**src/rtl/uart_program_loader.sv**
```systemverilog
//==============================================================================
// Module      : uart_program_loader
// Description : UART boot loader for the Hack computer. An 8N1 receiver and a
//               frame parser write 16-bit words into the instruction ROM and
//               keep the CPU in reset until a complete image has been accepted.
//               Frame: A5 | LEN_HI | LEN_LO | {W_HI,W_LO} x LEN | [CHK]
//               Optional feature macro: UART_LOADER_CHECKSUM_EN (adds the CHK
//               byte, an XOR over the length and all data bytes).
// Revision    : 1.0 - initial release
//==============================================================================
`default_nettype none

module uart_program_loader #(
    parameter int CLK_HZ       = 27_000_000,
    parameter int BAUD         = 115_200,
    parameter int ADDR_W       = 15,
    parameter int MAX_WORDS    = 32768,
    parameter int TIMEOUT_CLKS = 2_700_000
) (
    input  logic              clk,
    input  logic              rst_n,
    input  logic              i_rx,
    output logic              o_rom_we,
    output logic [ADDR_W-1:0] o_rom_addr,
    output logic [15:0]       o_rom_wdata,
    output logic              o_cpu_reset,
    output logic              o_busy,
    output logic              o_done,
    output logic              o_err
);

    localparam int              CLKS_PER_BIT   = CLK_HZ / BAUD;
    localparam int              BCW            = $clog2(CLKS_PER_BIT + 1);
    localparam logic [BCW-1:0]  C_BIT_END      = BCW'(CLKS_PER_BIT - 1);
    localparam logic [BCW-1:0]  C_HALF_END     = BCW'(CLKS_PER_BIT / 2 - 1);
    localparam int              TCW            = $clog2(TIMEOUT_CLKS + 1);
    localparam logic [TCW-1:0]  C_TIMEOUT_LAST = TCW'(TIMEOUT_CLKS - 1);
    localparam logic [16:0]     C_MAX_WORDS    = 17'(MAX_WORDS);
    localparam logic [7:0]      C_SYNC_BYTE    = 8'hA5;

    // receiver states
    localparam logic [1:0] RX_IDLE  = 2'd0;
    localparam logic [1:0] RX_START = 2'd1;
    localparam logic [1:0] RX_DATA  = 2'd2;
    localparam logic [1:0] RX_STOP  = 2'd3;

    // parser states
    localparam logic [2:0] S_SYNC    = 3'd0;
    localparam logic [2:0] S_LEN_HI  = 3'd1;
    localparam logic [2:0] S_LEN_LO  = 3'd2;
    localparam logic [2:0] S_DATA_HI = 3'd3;
    localparam logic [2:0] S_DATA_LO = 3'd4;
`ifdef UART_LOADER_CHECKSUM_EN
    localparam logic [2:0] S_CHK     = 3'd5;
`endif
    localparam logic [2:0] S_FIN     = 3'd6;
    localparam logic [2:0] S_RUN     = 3'd7;

    logic           r_rx_meta, r_rx_sync, r_rx_prev;
    logic [1:0]     r_rx_state;
    logic [BCW-1:0] r_bcnt;
    logic [2:0]     r_bitn;
    logic [7:0]     r_byte;
    logic           r_byte_valid;
    logic           r_frame_err;

    logic [2:0]     r_state;
    logic [7:0]     r_len_hi;
    logic [15:0]    r_len;
    logic [15:0]    r_cnt;
    logic [7:0]     r_hi;
    logic [TCW-1:0] r_tcnt;
`ifdef UART_LOADER_CHECKSUM_EN
    logic [7:0]     r_chk;
`endif

    logic [15:0]    w_len;
    logic           w_len_bad;
    logic           w_in_frame;
    logic           w_timeout;
    logic           w_last_word;

    assign w_len       = {r_len_hi, r_byte};
    assign w_len_bad   = (w_len == 16'd0) || ({1'b0, w_len} > C_MAX_WORDS);
    // FIN is a one-clock hop into RUN, so it never counts toward the timeout
    assign w_in_frame  = (r_state != S_SYNC) && (r_state != S_RUN) && (r_state != S_FIN);
    assign w_timeout   = w_in_frame && !r_byte_valid && (r_tcnt == C_TIMEOUT_LAST);
    assign w_last_word = (r_cnt == r_len - 16'd1);

    // 2-FF synchronizer plus 8N1 receiver; a byte is valid the clock after its stop sample
    always_ff @(posedge clk or negedge rst_n) begin
        if (!rst_n) begin
            r_rx_meta    <= 1'b1;
            r_rx_sync    <= 1'b1;
            r_rx_prev    <= 1'b1;
            r_rx_state   <= RX_IDLE;
            r_bcnt       <= '0;
            r_bitn       <= 3'd0;
            r_byte       <= 8'd0;
            r_byte_valid <= 1'b0;
            r_frame_err  <= 1'b0;
        end else begin
            r_rx_meta    <= i_rx;
            r_rx_sync    <= r_rx_meta;
            r_rx_prev    <= r_rx_sync;
            r_byte_valid <= 1'b0;
            r_frame_err  <= 1'b0;
            case (r_rx_state)
                RX_IDLE: begin
                    r_bcnt <= '0;
                    // edge rather than level, so a low stop bit cannot retrigger
                    if (r_rx_prev && !r_rx_sync) begin
                        r_rx_state <= RX_START;
                    end
                end
                RX_START: begin
                    if (r_bcnt == C_HALF_END) begin
                        r_bcnt     <= '0;
                        r_bitn     <= 3'd0;
                        r_rx_state <= r_rx_sync ? RX_IDLE : RX_DATA;
                    end else begin
                        r_bcnt <= r_bcnt + BCW'(1);
                    end
                end
                RX_DATA: begin
                    if (r_bcnt == C_BIT_END) begin
                        r_bcnt <= '0;
                        r_byte <= {r_rx_sync, r_byte[7:1]};
                        if (r_bitn == 3'd7) begin
                            r_rx_state <= RX_STOP;
                        end else begin
                            r_bitn <= r_bitn + 3'd1;
                        end
                    end else begin
                        r_bcnt <= r_bcnt + BCW'(1);
                    end
                end
                default: begin
                    if (r_bcnt == C_BIT_END) begin
                        r_bcnt       <= '0;
                        r_rx_state   <= RX_IDLE;
                        r_byte_valid <= r_rx_sync;
                        r_frame_err  <= !r_rx_sync;
                    end else begin
                        r_bcnt <= r_bcnt + BCW'(1);
                    end
                end
            endcase
        end
    end

    // frame parser, ROM write port, CPU hold and status flags
    always_ff @(posedge clk or negedge rst_n) begin
        if (!rst_n) begin
            r_state     <= S_SYNC;
            r_len_hi    <= 8'd0;
            r_len       <= 16'd0;
            r_cnt       <= 16'd0;
            r_hi        <= 8'd0;
            r_tcnt      <= '0;
`ifdef UART_LOADER_CHECKSUM_EN
            r_chk       <= 8'd0;
`endif
            o_rom_we    <= 1'b0;
            o_rom_addr  <= '0;
            o_rom_wdata <= 16'd0;
            o_cpu_reset <= 1'b1;
            o_busy      <= 1'b0;
            o_done      <= 1'b0;
            o_err       <= 1'b0;
        end else begin
            o_done <= 1'b0;
            // address advances in the clock after each write pulse
            if (o_rom_we) begin
                o_rom_we   <= 1'b0;
                o_rom_addr <= o_rom_addr + ADDR_W'(1);
            end
            if (!w_in_frame || r_byte_valid) begin
                r_tcnt <= '0;
            end else begin
                r_tcnt <= r_tcnt + TCW'(1);
            end

            if (r_frame_err || w_timeout) begin
                o_err   <= 1'b1;
                o_busy  <= 1'b0;
                r_state <= S_SYNC;
            end else begin
                case (r_state)
                    S_SYNC: begin
                        if (r_byte_valid && r_byte == C_SYNC_BYTE) begin
                            o_err       <= 1'b0;
                            o_busy      <= 1'b1;
                            o_cpu_reset <= 1'b1;
                            r_state     <= S_LEN_HI;
                        end
                    end
                    S_LEN_HI: begin
                        if (r_byte_valid) begin
                            r_len_hi <= r_byte;
                            r_state  <= S_LEN_LO;
                        end
                    end
                    S_LEN_LO: begin
                        if (r_byte_valid) begin
                            if (w_len_bad) begin
                                o_err   <= 1'b1;
                                o_busy  <= 1'b0;
                                r_state <= S_SYNC;
                            end else begin
                                r_len      <= w_len;
                                r_cnt      <= 16'd0;
                                o_rom_addr <= '0;
`ifdef UART_LOADER_CHECKSUM_EN
                                r_chk      <= r_len_hi ^ r_byte;
`endif
                                r_state    <= S_DATA_HI;
                            end
                        end
                    end
                    S_DATA_HI: begin
                        if (r_byte_valid) begin
                            r_hi    <= r_byte;
                            r_state <= S_DATA_LO;
                        end
                    end
                    S_DATA_LO: begin
                        if (r_byte_valid) begin
                            o_rom_wdata <= {r_hi, r_byte};
                            o_rom_we    <= 1'b1;
                            r_cnt       <= r_cnt + 16'd1;
`ifdef UART_LOADER_CHECKSUM_EN
                            r_chk       <= r_chk ^ r_hi ^ r_byte;
                            r_state     <= w_last_word ? S_CHK : S_DATA_HI;
`else
                            r_state     <= w_last_word ? S_FIN : S_DATA_HI;
`endif
                        end
                    end
`ifdef UART_LOADER_CHECKSUM_EN
                    S_CHK: begin
                        if (r_byte_valid) begin
                            if (r_byte == r_chk) begin
                                r_state <= S_FIN;
                            end else begin
                                o_err   <= 1'b1;
                                o_busy  <= 1'b0;
                                r_state <= S_SYNC;
                            end
                        end
                    end
`endif
                    S_FIN: begin
                        o_done      <= 1'b1;
                        o_cpu_reset <= 1'b0;
                        o_busy      <= 1'b0;
                        r_state     <= S_RUN;
                    end
                    S_RUN: begin
                        // a new sync byte re-arms loading and re-holds the CPU
                        if (r_byte_valid && r_byte == C_SYNC_BYTE) begin
                            o_cpu_reset <= 1'b1;
                            o_err       <= 1'b0;
                            o_busy      <= 1'b1;
                            r_state     <= S_LEN_HI;
                        end
                    end
                    default: begin
                        r_state <= S_SYNC;
                    end
                endcase
            end
        end
    end

endmodule

`default_nettype wire

```
**config.mk**
```make
export PLATFORM = sky130hd
export DESIGN_NAME = uart_program_loader
export DESIGN_NICKNAME = d
export VERILOG_FILES = /design/src/rtl/uart_program_loader.sv
export SDC_FILE = /design/constraint.sdc
export NUM_CORES = 1
export LEC_CHECK = 0
export CORE_MARGIN = 10
export CORE_UTILIZATION = 45
export DETAILED_ROUTE_END_ITERATION = 12
export GPL_TIMING_DRIVEN = 0
export PLACE_DENSITY_LB_ADDON = 0.3
export SLEW_MARGIN = 20
export SYNTH_ARGS = -nofsm -noshare
export SYNTH_HDL_FRONTEND = slang
export SYNTH_SLANG_ARGS = --single-unit
```
**constraint.sdc**
```tcl
create_clock -name clk -period 3.5 [get_ports clk]
set_clock_uncertainty 0.05 [all_clocks]
set_input_delay 0.7 -clock clk [delete_from_list [all_inputs] [get_ports clk]]
set_output_delay 0.7 -clock clk [all_outputs]
set_load 0.01 [all_outputs]
```
**Word level (Yosys, flattened, before mapping)**

Cells that the tools add are included.

- Register bits: 135
- Latch bits: 0
- RAM bits: 0
- Memory bits (read-only): 0
- Input bits: 3
- Output and inout bits: 36
- Logic and storage cells: 151
- Memories: 0

- $add $sub $neg: 6
- $mul: 0
- Divide/modulo/power cells: 0
- Order comparisons: 1
- Eq/ne operators: 31
- Shift operators: 0
- Mux-type cells: 53
- Bitwise operators: 2
- Reductions and logical operators: 36

Operators by type and width:

| kind | number |
|---|---|
| two-way mux 15 bit | 5 |
| two-way mux 16 bit | 3 |
| case mux 16 bit (2 select lines) | 1 |
| two-way mux 3 bit | 10 |
| adder 22 x 1 -> 22 bit (second input constant) | 1 |
| equality test 22 bit (second input constant) | 1 |
| two-way mux 22 bit | 1 |
| inequality test 3 bit (second input constant) | 7 |
| case mux 3 bit (6 select lines) | 1 |
| two-way mux 1 bit | 17 |
| adder 16 x 1 -> 16 bit (second input constant) | 1 |
| equality test 16 bit | 1 |
| equality test 8 bit (second input constant) | 2 |
| greater-than comparator 16 bit (second input constant) | 1 |
| zero test 16 bit | 1 |
| two-way mux 8 bit | 2 |
| inequality test 2 bit (second input constant) | 8 |
| case mux 8 bit (2 select lines) | 1 |
| AND reduction 4 bit | 4 |
| subtractor 16 x 1 -> 16 bit (second input constant) | 1 |
| adder 15 x 1 -> 15 bit (second input constant) | 1 |
| AND reduction 5 bit | 3 |
| two-way mux 2 bit | 7 |
| equality test 3 bit (second input constant) | 4 |
| 26 further kinds | 45 |

**Logic depth before layout (Yosys ltp)**

Gate-level depths: netlist of run 1.

- Depth after elaboration: 8
- Gate-level depth with buffers: 9
- Mapped depth without buffers: 8

**Worst setup path before layout of run 1**

OpenSTA, ideal clock, no wires.

- Path kind: flip-flop to flip-flop
- Start point: register r_len[7]
- End point: register r_state[0]
- Library setup time: 0.120 ns
- Arrival: 2.345 ns
- Data required time: 3.330 ns
- Path slack: 0.985 ns
- Stages on the path, launching flop included: 8
- Path buffers: 1
- Clock period less this slack: 2.515 ns
- Cells stage by stage: dfrtp_1 > buf_6 > or4_4 > or3_1 > a2111oi_1 > o21ai_1 > a2111o_1 > a41o_1

- Word-level cells in the longest chain between the ends: 6

Ends and longest elaborated chain:

| item | RTL line | source |
|---|---|---|
| from (decl) | 69 | `logic [15:0] r_len;` |
| from (signal assigned) | 211 | `r_len <= w_len;` |
| subtractor 16 x 1 -> 16 bit | 88 | `assign w_last_word = (r_cnt == r_len - 16'd1);` |
| equality test 16 bit | 88 |  |
| two-way mux 3 bit | 236 | `r_state <= w_last_word ? S_FIN : S_DATA_HI;` |
| two-way mux 3 bit | 228 | `if (r_byte_valid) begin` |
| case mux 3 bit (6 select lines) | 189 | `case (r_state)` |
| two-way mux 3 bit | 184 | `if (r_frame_err \|\| w_timeout) begin` |
| to (signal assigned) | 236 |  |
| to (decl) | 67 | `logic [2:0] r_state;` |

Every way passes these cells. The select of a mux whose other input is x is not followed.
A chain may end at the register's enable or synchronous reset.

**Worst setup path in the final report of run 1**

- Start point: register r_byte[1]
- End point: register r_len[11]

- Word-level cells in the longest chain between the ends: 4
- Elaborated cells between the ends (all ways): 5
- Classes of those cells: order compare (1); bitwise (1); reduce/logical (3)

Ends and longest elaborated chain:

| item | RTL line | source |
|---|---|---|
| from (decl) | 63 | `logic [7:0] r_byte;` |
| from (signal assigned) | 128 | `r_byte <= {r_rx_sync, r_byte[7:1]};` |
| greater-than comparator 16 bit / zero test 16 bit (equally long branches) | 84 | `assign w_len_bad = (w_len == 16'd0) \|\| ({1'b0, w_len} > C_MAX_WORDS);` |
| logical OR 1 bit * | 84 |  |
| NOT 1 bit (no line) * | - |  |
| AND reduction 4 bit (no line) * | - |  |

Mark *: on every way between the ends. The rest lies on a longest branch, timed or not.

==> results of run 1 <==
==> where the power goes <==
part / switching (mW) / internal [mW]
Clock: 0.652 / 1.14
Combinational: 0.0970 / 0.0502
Sequential: 0.0237 / 1.59
==> stage by stage <==
step / power, mW / hold slack, ns
after floorplan: 1.72 / 0.295
after global placement: 1.77 / 0.297
after detailed placement: 1.78 / 0.299
after CTS: 3.58 / 0.174
after global routing: 3.68 / 0.188
final: 3.55 / 0.154
==> worst max-delay path by stage <==
stage | from | slack, ns | endpoint
floorplan | r_len[7] | 0.98 | r_state[0]
CTS | r_byte[3] | 0.22 | r_len[11]
global placement | rst_n | -3.46 | r_tcnt[10]
global route | r_byte[1] | 0.11 | r_len[11]
detailed placement | r_byte[1] | 0.24 | r_len[11]
finish | r_byte[1] | 0.39 | r_len[11]
==> routing by layer <==
layer	wire, um	up-vias
li1	-	2413
met3	533	24
met2	7130	98
met1	6630	2489
met5	0	-
met4	243	0
==> cell type report <==
class                      count  area share (%)
sequential                   135            42.9
multi-input combinational    468            39.1
clock buffer                  20            5.67
clock inverter                12            1.92
buffer                        28            1.49
timing repair buffer          39            5.24
inverter                      15           0.715
tap                          184            2.92
==> registers in the layout, summed over array words and instances (netlist names) <==
register      flops
r_tcnt           22
o_rom_wdata      16
r_cnt            16
r_len            16
o_rom_addr       15
r_bcnt            8
r_byte            8
r_hi              8
r_len_hi          8
r_bitn            3
r_state           3
r_rx_state        2
o_busy            1
o_cpu_reset       1
o_done            1
o_err             1
o_rom_we          1
r_byte_valid      1
r_frame_err       1
r_rx_meta         1
r_rx_prev         1
r_rx_sync         1
==> critical path, stage by stage, from the launching register on <==
cell and delay (ns):
sky130_fd_sc_hd__dfrtp_1 0.46, sky130_fd_sc_hd__nor4_2 0.49, sky130_fd_sc_hd__nand4_1 0.20, sky130_fd_sc_hd__xor2_1 0.48, sky130_fd_sc_hd__and3_1 0.23, sky130_fd_sc_hd__clkbuf_1 0.42
sky130_fd_sc_hd__clkbuf_1 0.49, sky130_fd_sc_hd__nand2_1 0.13, sky130_fd_sc_hd__nand2_1 0.08
==> kinds of logic (layout without fill, tap and decap cells) <==
kind of cell / Yosys count / in the layout / synth area share, %
AOI/OAI and AO/OA: 89 / 89 / 9.02
and+or+nand+nor: 265 / 265 / 20.1
DFF: 135 / 135 / 51.0
muxes: 46 / 46 / 7.77
buffers and inverters: 43 / 114 / 2.62
xor gates and xnor gates: 59 / 59 / 7.79
adders and majority gates: 9 / 9 / 1.70
==> layout by cell type, fill, tap and decap left out, types with 21 or more instances in the layout <==
cell type,netlist,routed
sky130_fd_sc_hd__nand3_1,25,25
sky130_fd_sc_hd__nor2_1,61,61
sky130_fd_sc_hd__dfrtp_1,131,131
sky130_fd_sc_hd__xor2_1,39,39
sky130_fd_sc_hd__clkdlybuf4s50_1,0,37
sky130_fd_sc_hd__mux2_2,43,43
sky130_fd_sc_hd__a21oi_1,21,21
sky130_fd_sc_hd__and3_1,22,22
sky130_fd_sc_hd__clkbuf_1,20,22
sky130_fd_sc_hd__nand2_1,77,77
==> flow_summary.html, run 1 <==
<table>
<tr><th>Metric</th><th>Value</th></tr>
<tr><th colspan="2">Routing</th></tr>
<tr><td>Via total after detailed routing</td><td>5024</td></tr>
<tr><td>Vias per std cell</td><td>5.58</td></tr>
<tr><td>DR iter-0 viols</td><td>384</td></tr>
<tr><td>Total Routed Length</td><td>14500 um</td></tr>
<tr><td>Final routed wire length divided by cell count</td><td>16.1 um</td></tr>
<tr><td>Count of unresolved DRC violations after routing</td><td>0</td></tr>
<tr><td>Number of iterations in the first detailed-routing pass</td><td>5</td></tr>
<tr><td>Number of nets with antenna violations after routing</td><td>0</td></tr>
<tr><th colspan="2">Timing</th></tr>
<tr><td>Final critical-path required period</td><td>3.11 ns</td></tr>
<tr><td>RSZ-0062 raised after global routing</td><td>false</td></tr>
<tr><td>Max Freq</td><td>322 MHz</td></tr>
<tr><td>Worst-margin pin slew</td><td>0.966 ns</td></tr>
<tr><td>Period utilization</td><td>88.8%</td></tr>
<tr><td>Final hold viol count</td><td>0</td></tr>
<tr><td>Final worst setup slack</td><td>0.393 ns</td></tr>
<tr><td>Worst-case headroom to the max-slew limit</td><td>35.1%</td></tr>
<tr><td>Count of final max-slew check failures</td><td>0</td></tr>
<tr><td>Total negative slack for setup checks</td><td>0 ns</td></tr>
<tr><td>Number of setup violations in the final report</td><td>0</td></tr>
<tr><th colspan="2">Global route</th></tr>
<tr><td>Wire length of the first global-routing pass</td><td>25100 um</td></tr>
<tr><td>Global Route Usage Sum</td><td>15.2%</td></tr>
<tr><td>Via count of the first global-routing pass</td><td>4979</td></tr>
<tr><td>GR Util met2</td><td>24.1%</td></tr>
<tr><td>Initial antenna violation count</td><td>0</td></tr>
<tr><td>Maximum number of pins on one net before global-route repair</td><td>75</td></tr>
<tr><td>GRT met3 Usage</td><td>3.67%</td></tr>
<tr><td>Most used routing layer</td><td>met2</td></tr>
<tr><td>GRT overflow</td><td>0</td></tr>
<tr><td>Met1 Track Usage GR</td><td>19.5%</td></tr>
<tr><th colspan="2">Cells and area</th></tr>
<tr><td>Post-route design area</td><td>7880 um2</td></tr>
<tr><td>Net total in the final layout</td><td>716</td></tr>
<tr><td>Final non-filler cell total</td><td>901</td></tr>
<tr><td>Final core utilization</td><td>54.4%</td></tr>
<tr><td>Area taken by multi-input logic gates</td><td>3080 um2</td></tr>
<tr><td>Diodes inserted</td><td>0</td></tr>
<tr><td>Proportion of layout cells with a drive suffix above 1</td><td>12.1%</td></tr>
<tr><td>Count of fill cells added during filler insertion</td><td>1254</td></tr>
<tr><td>Synthesis-to-finish area growth</td><td>18.8%</td></tr>
<tr><td>Combined flip-flop and latch cell area</td><td>3380 um2</td></tr>
<tr><th colspan="2">Placement</th></tr>
<tr><td>Placed cell count</td><td>869</td></tr>
<tr><td>Post-DP HPWL</td><td>10200 um</td></tr>
<tr><td>Setup Slack @ Placement</td><td>0.242 ns</td></tr>
<tr><td>Placed instance area</td><td>7270 um2</td></tr>
<tr><td>Routability congestion estimate</td><td>0.893</td></tr>
<tr><td>Port bufs</td><td>38</td></tr>
<tr><th colspan="2">Power and ir drop</th></tr>
<tr><td>Leakage dissipation</td><td>3.66 nW</td></tr>
<tr><td>PD cells</td><td>450 nW/um2</td></tr>
<tr><td>Largest voltage drop on the vdd net</td><td>0.000311 V</td></tr>
<tr><th colspan="2">Worst setup path</th></tr>
<tr><td>Kind of launch point of the worst setup path</td><td>flop</td></tr>
<tr><td>Startpoint of the worst register-to-register path</td><td>r_byte[1]</td></tr>
<tr><td>Critical path peak fanout</td><td>10</td></tr>
<tr><td>Sort of element at the end of the critical path</td><td>flop</td></tr>
<tr><td>Critical path data required time</td><td>3.80 ns</td></tr>
<tr><td>Worst r2r path cells</td><td>8</td></tr>
<tr><td>Startpoint-to-endpoint class of the critical path</td><td>reg -&gt; reg</td></tr>
<tr><td>CP Data Arrival Time</td><td>3.41 ns</td></tr>
<tr><td>Critical R2R Capture</td><td>r_len[11]</td></tr>
<tr><td>Setup slack on the worst flop-to-flop path</td><td>0.39 ns</td></tr>
<tr><th colspan="2">Synth</th></tr>
<tr><td>EDFF count, synth</td><td>0</td></tr>
<tr><td>Mapped Nets</td><td>658</td></tr>
<tr><td>Cell types with the largest area share after synthesis</td><td>sky130_fd_sc_hd__dfrtp_1 (49%), sky130_fd_sc_hd__mux2_2 (7.3%), sky130_fd_sc_hd__xor2_1 (5.2%)</td></tr>
<tr><td>Ys async rst share</td><td>100%</td></tr>
<tr><td>Synthesis warning total</td><td>0</td></tr>
<tr><td>Number of library cell types mapped by synthesis</td><td>63</td></tr>
<tr><td>Portion of the post-synthesis area used by sequential elements</td><td>51.0%</td></tr>
<tr><td>Average instance area after synthesis</td><td>10.3 um2</td></tr>
<tr><td>Most used standard cells in the synthesized netlist</td><td>sky130_fd_sc_hd__dfrtp_1 (131), sky130_fd_sc_hd__nand2_1 (77), sky130_fd_sc_hd__nor2_1 (61)</td></tr>
<tr><td>Most frequently used flop master after synthesis</td><td>sky130_fd_sc_hd__dfrtp_1</td></tr>
<tr><td>Netlist Area Pre-Place</td><td>6630 um2</td></tr>
<tr><td>Gate count after technology mapping</td><td>646</td></tr>
<tr><td>Area share of the largest cell type after synthesis</td><td>49.4%</td></tr>
<tr><td>Leading area contributor after synthesis</td><td>sky130_fd_sc_hd__dfrtp_1</td></tr>
<tr><td>Count of state elements after synthesis</td><td>135</td></tr>
<tr><td>Most numerous cell in the Yosys netlist</td><td>sky130_fd_sc_hd__dfrtp_1</td></tr>
<tr><th colspan="2">Clock tree</th></tr>
<tr><td>Number of setup buffers added after CTS</td><td>0</td></tr>
<tr><td>Clock root buffer</td><td>sky130_fd_sc_hd__clkbuf_16</td></tr>
<tr><td>Number of buffers created by CTS</td><td>17</td></tr>
<tr><td>Clock-pin slew on the worst setup and hold paths</td><td>0.06 ns</td></tr>
<tr><td>Maximum clock insertion buffer count</td><td>2</td></tr>
<tr><td>Htree depth</td><td>4</td></tr>
<tr><td>Number of buffers inserted for hold repair after clock tree synthesis</td><td>0</td></tr>
<tr><td>TritonCTS clock tree</td><td>built</td></tr>
<tr><td>Clock sink count</td><td>135</td></tr>
<tr><td>Skew-Pair Late Insertion Delay</td><td>0.41 ns</td></tr>
<tr><td>Count of instances resized after the clock tree is built</td><td>0</td></tr>
<tr><th colspan="2">Die</th></tr>
<tr><td>Initial core utilization</td><td>45.8%</td></tr>
<tr><td>Die footprint</td><td>20000 um2</td></tr>
<tr><td>Floorplan die width</td><td>141 um</td></tr>
<tr><td>Die outline height</td><td>141 um</td></tr>
<tr><td>Number of core rows</td><td>44</td></tr>
<tr><td>Boundary Pins</td><td>39</td></tr>
<tr><td>Core area</td><td>14500 um2</td></tr>
<tr><th colspan="2">Run status</th></tr>
<tr><td>Outcome</td><td>complete, no violations</td></tr>
<tr><th colspan="2">Run</th></tr>
<tr><td>Max cap viols</td><td>0</td></tr>
<tr><th colspan="2">Min path</th></tr>
<tr><td>HP Class</td><td>in -&gt; async</td></tr>
</table>
Power figures use the tool's default switching activity.
==> inputs of run 2 (changes only) <==
Settings changed: REMOVE_ABC_BUFFERS set to 1, SKIP_LAST_GASP set to 1.
==> flow_summary.html, run 2 (same netlist as run 1, synthesis figures left out) <==
<table>
<tr><th>Metric</th><th>Value</th></tr>
<tr><th colspan="2">Global route</th></tr>
<tr><td>Most used routing layer</td><td>met2</td></tr>
<tr><td>GRT overflow</td><td>0 (unchanged)</td></tr>
<tr><td>Met1 Track Usage GR</td><td>17.2% (-2.3 points)</td></tr>
<tr><td>GR Util met2</td><td>23.6% (-0.51 points)</td></tr>
<tr><td>Wire length of the first global-routing pass</td><td>23600 um (-6.0%)</td></tr>
<tr><td>Initial antenna violation count</td><td>0 (unchanged)</td></tr>
<tr><td>Maximum number of pins on one net before global-route repair</td><td>79 (+5.3%)</td></tr>
<tr><td>Global Route Usage Sum</td><td>14.3% (-0.98 points)</td></tr>
<tr><td>GRT met3 Usage</td><td>3.54% (-0.13 points)</td></tr>
<tr><td>Via count of the first global-routing pass</td><td>4884 (-1.9%)</td></tr>
<tr><th colspan="2">Clock tree</th></tr>
<tr><td>Number of buffers created by CTS</td><td>17 (unchanged)</td></tr>
<tr><td>Clock sink count</td><td>135 (unchanged)</td></tr>
<tr><td>Htree depth</td><td>4 (unchanged)</td></tr>
<tr><td>Maximum clock insertion buffer count</td><td>2 (unchanged)</td></tr>
<tr><td>Number of setup buffers added after CTS</td><td>0 (unchanged)</td></tr>
<tr><td>TritonCTS clock tree</td><td>built</td></tr>
<tr><td>Number of buffers inserted for hold repair after clock tree synthesis</td><td>0 (unchanged)</td></tr>
<tr><td>Count of instances resized after the clock tree is built</td><td>0 (unchanged)</td></tr>
<tr><td>Clock-pin slew on the worst setup and hold paths</td><td>0.06 ns (about the same)</td></tr>
<tr><td>Skew-Pair Late Insertion Delay</td><td>0.42 ns (about the same)</td></tr>
<tr><td>Clock root buffer</td><td>sky130_fd_sc_hd__clkbuf_16</td></tr>
<tr><th colspan="2">Cells and area</th></tr>
<tr><td>Biggest register</td><td>r_tcnt</td></tr>
<tr><td>Diodes inserted</td><td>0 (unchanged)</td></tr>
<tr><td>Post-route design area</td><td>7790 um2 (-1.1%)</td></tr>
<tr><td>Net total in the final layout</td><td>689 (-3.8%)</td></tr>
<tr><td>Synthesis-to-finish area growth</td><td>17.5%</td></tr>
<tr><td>Max FFs per register</td><td>22 (unchanged)</td></tr>
<tr><td>Most common cell after layout, fill and taps aside</td><td>sky130_fd_sc_hd__dfrtp_1</td></tr>
<tr><td>Proportion of layout cells with a drive suffix above 1</td><td>12.2% (+0.058 points)</td></tr>
<tr><td>Most used cells in the layout excluding fill and tap cells</td><td>sky130_fd_sc_hd__dfrtp_1 (131), sky130_fd_sc_hd__nand2_1 (77), sky130_fd_sc_hd__nor2_1 (61), sky130_fd_sc_hd__mux2_2 (43), sky130_fd_sc_hd__xor2_1 (39)</td></tr>
<tr><td>Final core utilization</td><td>53.8% (-0.59 points)</td></tr>
<tr><th colspan="2">Run</th></tr>
<tr><td>Max cap viols</td><td>0 (unchanged)</td></tr>
<tr><th colspan="2">Worst setup path</th></tr>
<tr><td>Slowest-stage cell, CP</td><td>sky130_fd_sc_hd__and2_1</td></tr>
<tr><td>Worst path cell trace</td><td>nor3_1, nor3b_1, a31oi_1, and2_1, mux2_2</td></tr>
<tr><td>Sort of element at the end of the critical path</td><td>flop</td></tr>
<tr><td>Setup slack on the worst flop-to-flop path</td><td>0.30 ns (-0.10 ns)</td></tr>
<tr><td>Critical path peak fanout</td><td>22 (+12)</td></tr>
<tr><td>CP Data Arrival Time</td><td>3.46 ns (+0.05 ns)</td></tr>
<tr><td>Startpoint-to-endpoint class of the critical path</td><td>reg -&gt; reg</td></tr>
<tr><td>Kind of launch point of the worst setup path</td><td>flop</td></tr>
<tr><td>CP max stage delay</td><td>0.88 ns (+0.39 ns)</td></tr>
<tr><td>Critical path data required time</td><td>3.75 ns (-0.05 ns)</td></tr>
<tr><th colspan="2">Timing</th></tr>
<tr><td>Number of setup violations in the final report</td><td>0 (unchanged)</td></tr>
<tr><td>Final critical-path required period</td><td>3.20 ns (+0.0962 ns)</td></tr>
<tr><td>Worst-margin pin slew</td><td>0.990 ns (+0.0237 ns)</td></tr>
<tr><td>Count of final max-slew check failures</td><td>0 (unchanged)</td></tr>
<tr><td>Final hold viol count</td><td>0 (unchanged)</td></tr>
<tr><td>Max Freq</td><td>312 MHz (-3.0%)</td></tr>
<tr><td>Total negative slack for setup checks</td><td>0 ns (unchanged)</td></tr>
<tr><td>Worst-case headroom to the max-slew limit</td><td>33.5% (-1.6 points)</td></tr>
<tr><td>Period utilization</td><td>91.5% (+2.7 points)</td></tr>
<tr><td>RSZ-0062 raised after global routing</td><td>false</td></tr>
<tr><th colspan="2">Die</th></tr>
<tr><td>Initial core utilization</td><td>45.8% (unchanged)</td></tr>
<tr><td>Floorplan die width</td><td>141 um (unchanged)</td></tr>
<tr><td>Number of core rows</td><td>44 (unchanged)</td></tr>
<tr><td>Core area</td><td>14500 um2 (unchanged)</td></tr>
<tr><td>Die footprint</td><td>20000 um2 (unchanged)</td></tr>
<tr><td>Boundary Pins</td><td>39 (unchanged)</td></tr>
<tr><td>Die outline height</td><td>141 um (unchanged)</td></tr>
<tr><th colspan="2">Routing</th></tr>
<tr><td>Final routed wire length divided by cell count</td><td>15.8 um (-2.0%)</td></tr>
<tr><td>Vias per std cell</td><td>5.66 (+1.6%)</td></tr>
<tr><td>DR iter-0 viols</td><td>336 (-13%)</td></tr>
<tr><td>Via total after detailed routing</td><td>4944 (-1.6%)</td></tr>
<tr><td>Count of unresolved DRC violations after routing</td><td>0 (unchanged)</td></tr>
<tr><td>Total Routed Length</td><td>13800 um (-5.0%)</td></tr>
<tr><td>Number of nets with antenna violations after routing</td><td>0 (unchanged)</td></tr>
<tr><td>Number of iterations in the first detailed-routing pass</td><td>5 (unchanged)</td></tr>
<tr><th colspan="2">Placement</th></tr>
<tr><td>Port bufs</td><td>38 (unchanged)</td></tr>
<tr><td>Routability congestion estimate</td><td>0.835 (-6.5%)</td></tr>
<tr><td>Placed instance area</td><td>7180 um2 (-1.2%)</td></tr>
<tr><td>Post-DP HPWL</td><td>9450 um (-7.0%)</td></tr>
<tr><th colspan="2">Power and ir drop</th></tr>
<tr><td>Largest voltage drop on the vdd net</td><td>0.000298 V (-4.0%)</td></tr>
<tr><td>PD cells</td><td>458 nW/um2 (+1.7%)</td></tr>
<tr><td>Leakage dissipation</td><td>3.63 nW (-0.80%)</td></tr>
<tr><th colspan="2">Min path</th></tr>
<tr><td>HP Class</td><td>in -&gt; async</td></tr>
<tr><th colspan="2">Run status</th></tr>
<tr><td>Outcome</td><td>complete, no violations</td></tr>
</table>
run 2: changes by cell type in the layout (fill, tap and decap cells not counted), sizes merged:
cell    previous run  this run
inv               15        14
clkbuf            40        23
buf               10         3
clkinv             7         4
run 2: layout make-up:
type                       instances  area (um2)
fill                            1266        6690
clock buffer                      23         488
timing repair buffer              40         440
clock inverter                     8         120
inverter                          15        56.3
sequential                       135        3380
tap                              184         230
multi-input combinational        468        3070
run 2: layer usage:
| layer | vias up | routed length [um] |
|---|---|---|
| li1 | 2345 | - |
| met1 | 2468 | 6050 |
| met2 | 104 | 6980 |
| met3 | 27 | 530 |
| met4 | 0 | 250 |
| met5 | - | 0 |
run 2: through the flow:
step | worst slack, ns | total power, mW | std cells | hold slack (ns)
5_1_grt | 0.0487 | 3.71 | 873 | 0.180
4_1_cts | 0.337 | 3.61 | 873 | 0.157
3_5_place_dp | 0.347 | 1.78 | 842 | 0.302
6_report | 0.297 | 3.57 | 873 | 0.143
2_1_floorplan | 0.727 | 1.71 | 618 | 0.295
3_3_place_gp | -3.57 | 1.77 | 840 | 0.296
run 2: worst paths after layout:
path,to,startpoint,cells past startpoint
min reg2reg,r_rx_sync,r_rx_meta,0
min in group clk,r_rx_sync,r_rx_meta,0
max reg2reg,o_rom_wdata[8],r_state[2],5
max in group asynchronous,r_rx_sync,rst_n,2
max,o_rom_wdata[8],r_state[2],5
min,o_rom_addr[12],rst_n,1
run 2: where the power goes:
group,switching [mW],internal [mW]
Combinational,0.0806,0.0451
Clock,0.635,1.19
Sequential,0.0316,1.59
Total,0.747,2.82
run 2: worst max-delay path: cells and delay by family (launching register included):
| kind | cells | cell delay (ns) |
|---|---|---|
| simple gates | 3 | 1.46 |
| flops | 1 | 0.61 |
| compound gates | 1 | 0.53 |
| mux | 1 | 0.42 |
==> inputs of run 3 (changes only) <==
--- a/config.mk
+++ b/config.mk
@@ -7,2 +7,5 @@
 export LEC_CHECK = 0
+export CAP_MARGIN = 25
+export CELL_PAD_IN_SITES_DETAIL_PLACEMENT = 0
+export CELL_PAD_IN_SITES_GLOBAL_PLACEMENT = 1
 export CORE_MARGIN = 10
--- a/constraint.sdc
+++ b/constraint.sdc
@@ -4,2 +4,2 @@
 set_output_delay 0.7 -clock clk [all_outputs]
-set_load 0.01 [all_outputs]
+set_load 0.05 [all_outputs]
==> flow_summary.html, run 3 (same netlist as run 1, synthesis figures left out) <==
<table>
<tr><th>Metric</th><th>Value</th></tr>
<tr><th colspan="2">Min path</th></tr>
<tr><td>HP Class</td><td>in -&gt; async</td></tr>
<tr><th colspan="2">Global route</th></tr>
<tr><td>GRT met3 Usage</td><td>4.31% (+0.77 points)</td></tr>
<tr><td>Most used routing layer</td><td>met2</td></tr>
<tr><td>Global Route Usage Sum</td><td>14.6% (+0.34 points)</td></tr>
<tr><td>Wire length of the first global-routing pass</td><td>23900 um (+1.5%)</td></tr>
<tr><td>Met1 Track Usage GR</td><td>18.2% (+1.0 points)</td></tr>
<tr><td>Initial antenna violation count</td><td>0 (unchanged)</td></tr>
<tr><td>Maximum number of pins on one net before global-route repair</td><td>101 (+28%)</td></tr>
<tr><td>GR Util met2</td><td>23.6% (-0.025 points)</td></tr>
<tr><td>GRT overflow</td><td>0 (unchanged)</td></tr>
<tr><td>Via count of the first global-routing pass</td><td>4830 (-1.1%)</td></tr>
<tr><th colspan="2">Clock tree</th></tr>
<tr><td>Maximum clock insertion buffer count</td><td>2 (unchanged)</td></tr>
<tr><td>Clock root buffer</td><td>sky130_fd_sc_hd__clkbuf_16</td></tr>
<tr><td>Clock-pin slew on the worst setup and hold paths</td><td>0.06 ns (about the same)</td></tr>
<tr><td>Number of buffers inserted for hold repair after clock tree synthesis</td><td>0 (unchanged)</td></tr>
<tr><td>Number of setup buffers added after CTS</td><td>0 (unchanged)</td></tr>
<tr><td>Number of buffers created by CTS</td><td>17 (unchanged)</td></tr>
<tr><td>TritonCTS clock tree</td><td>built</td></tr>
<tr><td>Skew-Pair Late Insertion Delay</td><td>0.42 ns (about the same)</td></tr>
<tr><td>Clock sink count</td><td>135 (unchanged)</td></tr>
<tr><td>Count of instances resized after the clock tree is built</td><td>0 (unchanged)</td></tr>
<tr><td>Htree depth</td><td>4 (unchanged)</td></tr>
<tr><th colspan="2">Power and ir drop</th></tr>
<tr><td>Largest voltage drop on the vdd net</td><td>0.000335 V (+12%)</td></tr>
<tr><td>PD cells</td><td>459 nW/um2 (+0.34%)</td></tr>
<tr><td>Total power</td><td>3.58 mW (+0.36%)</td></tr>
<tr><td>Leakage dissipation</td><td>3.62 nW (-0.14%)</td></tr>
<tr><th colspan="2">Cells and area</th></tr>
<tr><td>Max FFs per register</td><td>22 (unchanged)</td></tr>
<tr><td>Synthesis-to-finish area growth</td><td>17.6% (about the same)</td></tr>
<tr><td>Biggest register</td><td>r_tcnt</td></tr>
<tr><td>Combined flip-flop and latch cell area</td><td>3380 um2 (unchanged)</td></tr>
<tr><td>Area taken by multi-input logic gates</td><td>3070 um2 (unchanged)</td></tr>
<tr><td>Final core utilization</td><td>53.8% (about the same)</td></tr>
<tr><td>Net total in the final layout</td><td>689 (unchanged)</td></tr>
<tr><td>Most common cell after layout, fill and taps aside</td><td>sky130_fd_sc_hd__dfrtp_1</td></tr>
<tr><td>Count of fill cells added during filler insertion</td><td>1311 (+3.6%)</td></tr>
<tr><td>Most used cells in the layout excluding fill and tap cells</td><td>sky130_fd_sc_hd__dfrtp_1 (131), sky130_fd_sc_hd__nand2_1 (77), sky130_fd_sc_hd__nor2_1 (61), sky130_fd_sc_hd__mux2_2 (43), sky130_fd_sc_hd__xor2_1 (39)</td></tr>
<tr><td>Diodes inserted</td><td>0 (unchanged)</td></tr>
<tr><td>Proportion of layout cells with a drive suffix above 1</td><td>12.5% (+0.29 points)</td></tr>
<tr><th colspan="2">Worst setup path</th></tr>
<tr><td>Cell class contributing the biggest share of worst-path delay</td><td>simple AND/OR/NAND/NOR gates</td></tr>
<tr><td>Kind of launch point of the worst setup path</td><td>flop</td></tr>
<tr><td>Worst path cell trace</td><td>nor3_1, nor3b_1, a31oi_1, and2_1, mux2_2</td></tr>
<tr><td>Startpoint-to-endpoint class of the critical path</td><td>reg -&gt; reg</td></tr>
<tr><td>Critical path peak fanout</td><td>22 (unchanged)</td></tr>
<tr><td>Slowest-stage cell, CP</td><td>sky130_fd_sc_hd__and2_1</td></tr>
<tr><td>Worst r2r path cells</td><td>5 (unchanged)</td></tr>
<tr><td>Cell depth of the worst setup path</td><td>5 (unchanged)</td></tr>
<tr><td>Critical path data required time</td><td>3.75 ns (about the same)</td></tr>
<tr><td>Setup slack on the worst flop-to-flop path</td><td>0.32 ns (+0.03 ns)</td></tr>
<tr><td>Startpoint of the worst register-to-register path</td><td>r_state[2]</td></tr>
<tr><td>Critical R2R Capture</td><td>o_rom_wdata[8]</td></tr>
<tr><td>CP max stage delay</td><td>0.87 ns (about the same)</td></tr>
<tr><td>CP Data Arrival Time</td><td>3.43 ns (-0.03 ns)</td></tr>
<tr><td>Sort of element at the end of the critical path</td><td>flop</td></tr>
<tr><td>WP buf/inv</td><td>0 (unchanged)</td></tr>
<tr><th colspan="2">Routing</th></tr>
<tr><td>Via total after detailed routing</td><td>4843 (-2.0%)</td></tr>
<tr><td>Number of iterations in the first detailed-routing pass</td><td>4 (-1)</td></tr>
<tr><td>Total Routed Length</td><td>14100 um (+1.9%)</td></tr>
<tr><td>Number of nets with antenna violations after routing</td><td>0 (unchanged)</td></tr>
<tr><td>Vias per std cell</td><td>5.55 (-2.0%)</td></tr>
<tr><td>DR iter-0 viols</td><td>312 (-7.1%)</td></tr>
<tr><td>Final routed wire length divided by cell count</td><td>16.1 um (+1.9%)</td></tr>
<tr><td>Count of unresolved DRC violations after routing</td><td>0 (unchanged)</td></tr>
<tr><th colspan="2">Timing</th></tr>
<tr><td>Total negative slack for setup checks</td><td>0 ns (unchanged)</td></tr>
<tr><td>Final critical-path required period</td><td>3.18 ns (-0.0252 ns)</td></tr>
<tr><td>Number of setup violations in the final report</td><td>0 (unchanged)</td></tr>
<tr><td>Worst-margin pin slew</td><td>1.00 ns (+0.0102 ns)</td></tr>
<tr><td>RSZ-0062 raised after global routing</td><td>false</td></tr>
<tr><td>Period utilization</td><td>90.8% (-0.72 points)</td></tr>
<tr><td>Final hold viol count</td><td>0 (unchanged)</td></tr>
<tr><td>Worst-case headroom to the max-slew limit</td><td>32.8% (-0.69 points)</td></tr>
<tr><td>Max Freq</td><td>315 MHz (+0.79%)</td></tr>
<tr><td>Count of final max-slew check failures</td><td>0 (unchanged)</td></tr>
<tr><th colspan="2">Die</th></tr>
<tr><td>Initial core utilization</td><td>45.8% (unchanged)</td></tr>
<tr><td>Die outline height</td><td>141 um (unchanged)</td></tr>
<tr><td>Number of core rows</td><td>44 (unchanged)</td></tr>
<tr><td>Boundary Pins</td><td>39 (unchanged)</td></tr>
<tr><td>Floorplan die width</td><td>141 um (unchanged)</td></tr>
<tr><td>Core area</td><td>14500 um2 (unchanged)</td></tr>
<tr><td>Die footprint</td><td>20000 um2 (unchanged)</td></tr>
<tr><th colspan="2">Placement</th></tr>
<tr><td>Post-DP HPWL</td><td>9510 um (+0.70%)</td></tr>
<tr><td>Routability congestion estimate</td><td>0.845 (+1.2%)</td></tr>
<tr><td>Port bufs</td><td>38 (unchanged)</td></tr>
<tr><th colspan="2">Run</th></tr>
<tr><td>Max cap viols</td><td>0 (unchanged)</td></tr>
<tr><th colspan="2">Run status</th></tr>
<tr><td>Outcome</td><td>complete, no violations</td></tr>
</table>
run 3: cell types whose count changed in the layout (fill, tap and decap cells not counted), sizes merged:
cell / before / now
clkinvlp: 2 / 3
clkbuf: 23 / 18
inv: 14 / 18
run 3: metal layers:
| layer | wire [um] | vias up | share of wire, % |
|---|---|---|---|
| met3 | 521 | 4 | 3.7 |
| met1 | 6410 | 2415 | 46 |
| li1 | - | 2356 | - |
| met5 | 0 | - | 0 |
| met4 | 76 | 0 | 0.54 |
| met2 | 7060 | 68 | 50 |
run 3: worst max-delay path by stage:
stage / start / endpoint / slack, ns
5_1_grt: r_state[2] / r_cnt[0] / 0.07
2_1_floorplan: r_state[1] / r_cnt[0] / 0.73
4_1_cts: r_state[2] / o_rom_wdata[8] / 0.30
3_5_place_dp: r_state[2] / o_rom_wdata[8] / 0.32
3_3_place_gp: rst_n / o_rom_wdata[14] / -3.63
6_report: r_state[2] / o_rom_wdata[8] / 0.32
run 3: final cells by class:
cell class	instances	share of cell area [%]
timing repair buffer	40	5.65
tap	184	2.95
sequential	135	43.4
inverter	15	0.722
clock buffer	18	5.63
multi-input combinational	468	39.4
clock inverter	13	2.18
run 3: stage by stage:
step	area, um2	std cells	worst slack, ns	hold slack, ns
after floorplan	6510	618	0.727	0.295
after global placement	7120	840	-3.63	0.296
after detailed placement	7180	842	0.320	0.298
after CTS	7790	873	0.301	0.0911
after global routing	7790	873	0.0659	0.0977
final	7790	873	0.322	0.0965
run 3: power by group:
part / internal (mW) / leakage (nW) / switching [mW]
Combinational: 0.0440 / 1.46 / 0.0785
Sequential: 1.59 / 1.87 / 0.0314
Clock: 1.14 / 0.290 / 0.695
Total: 2.77 / 3.62 / 0.805
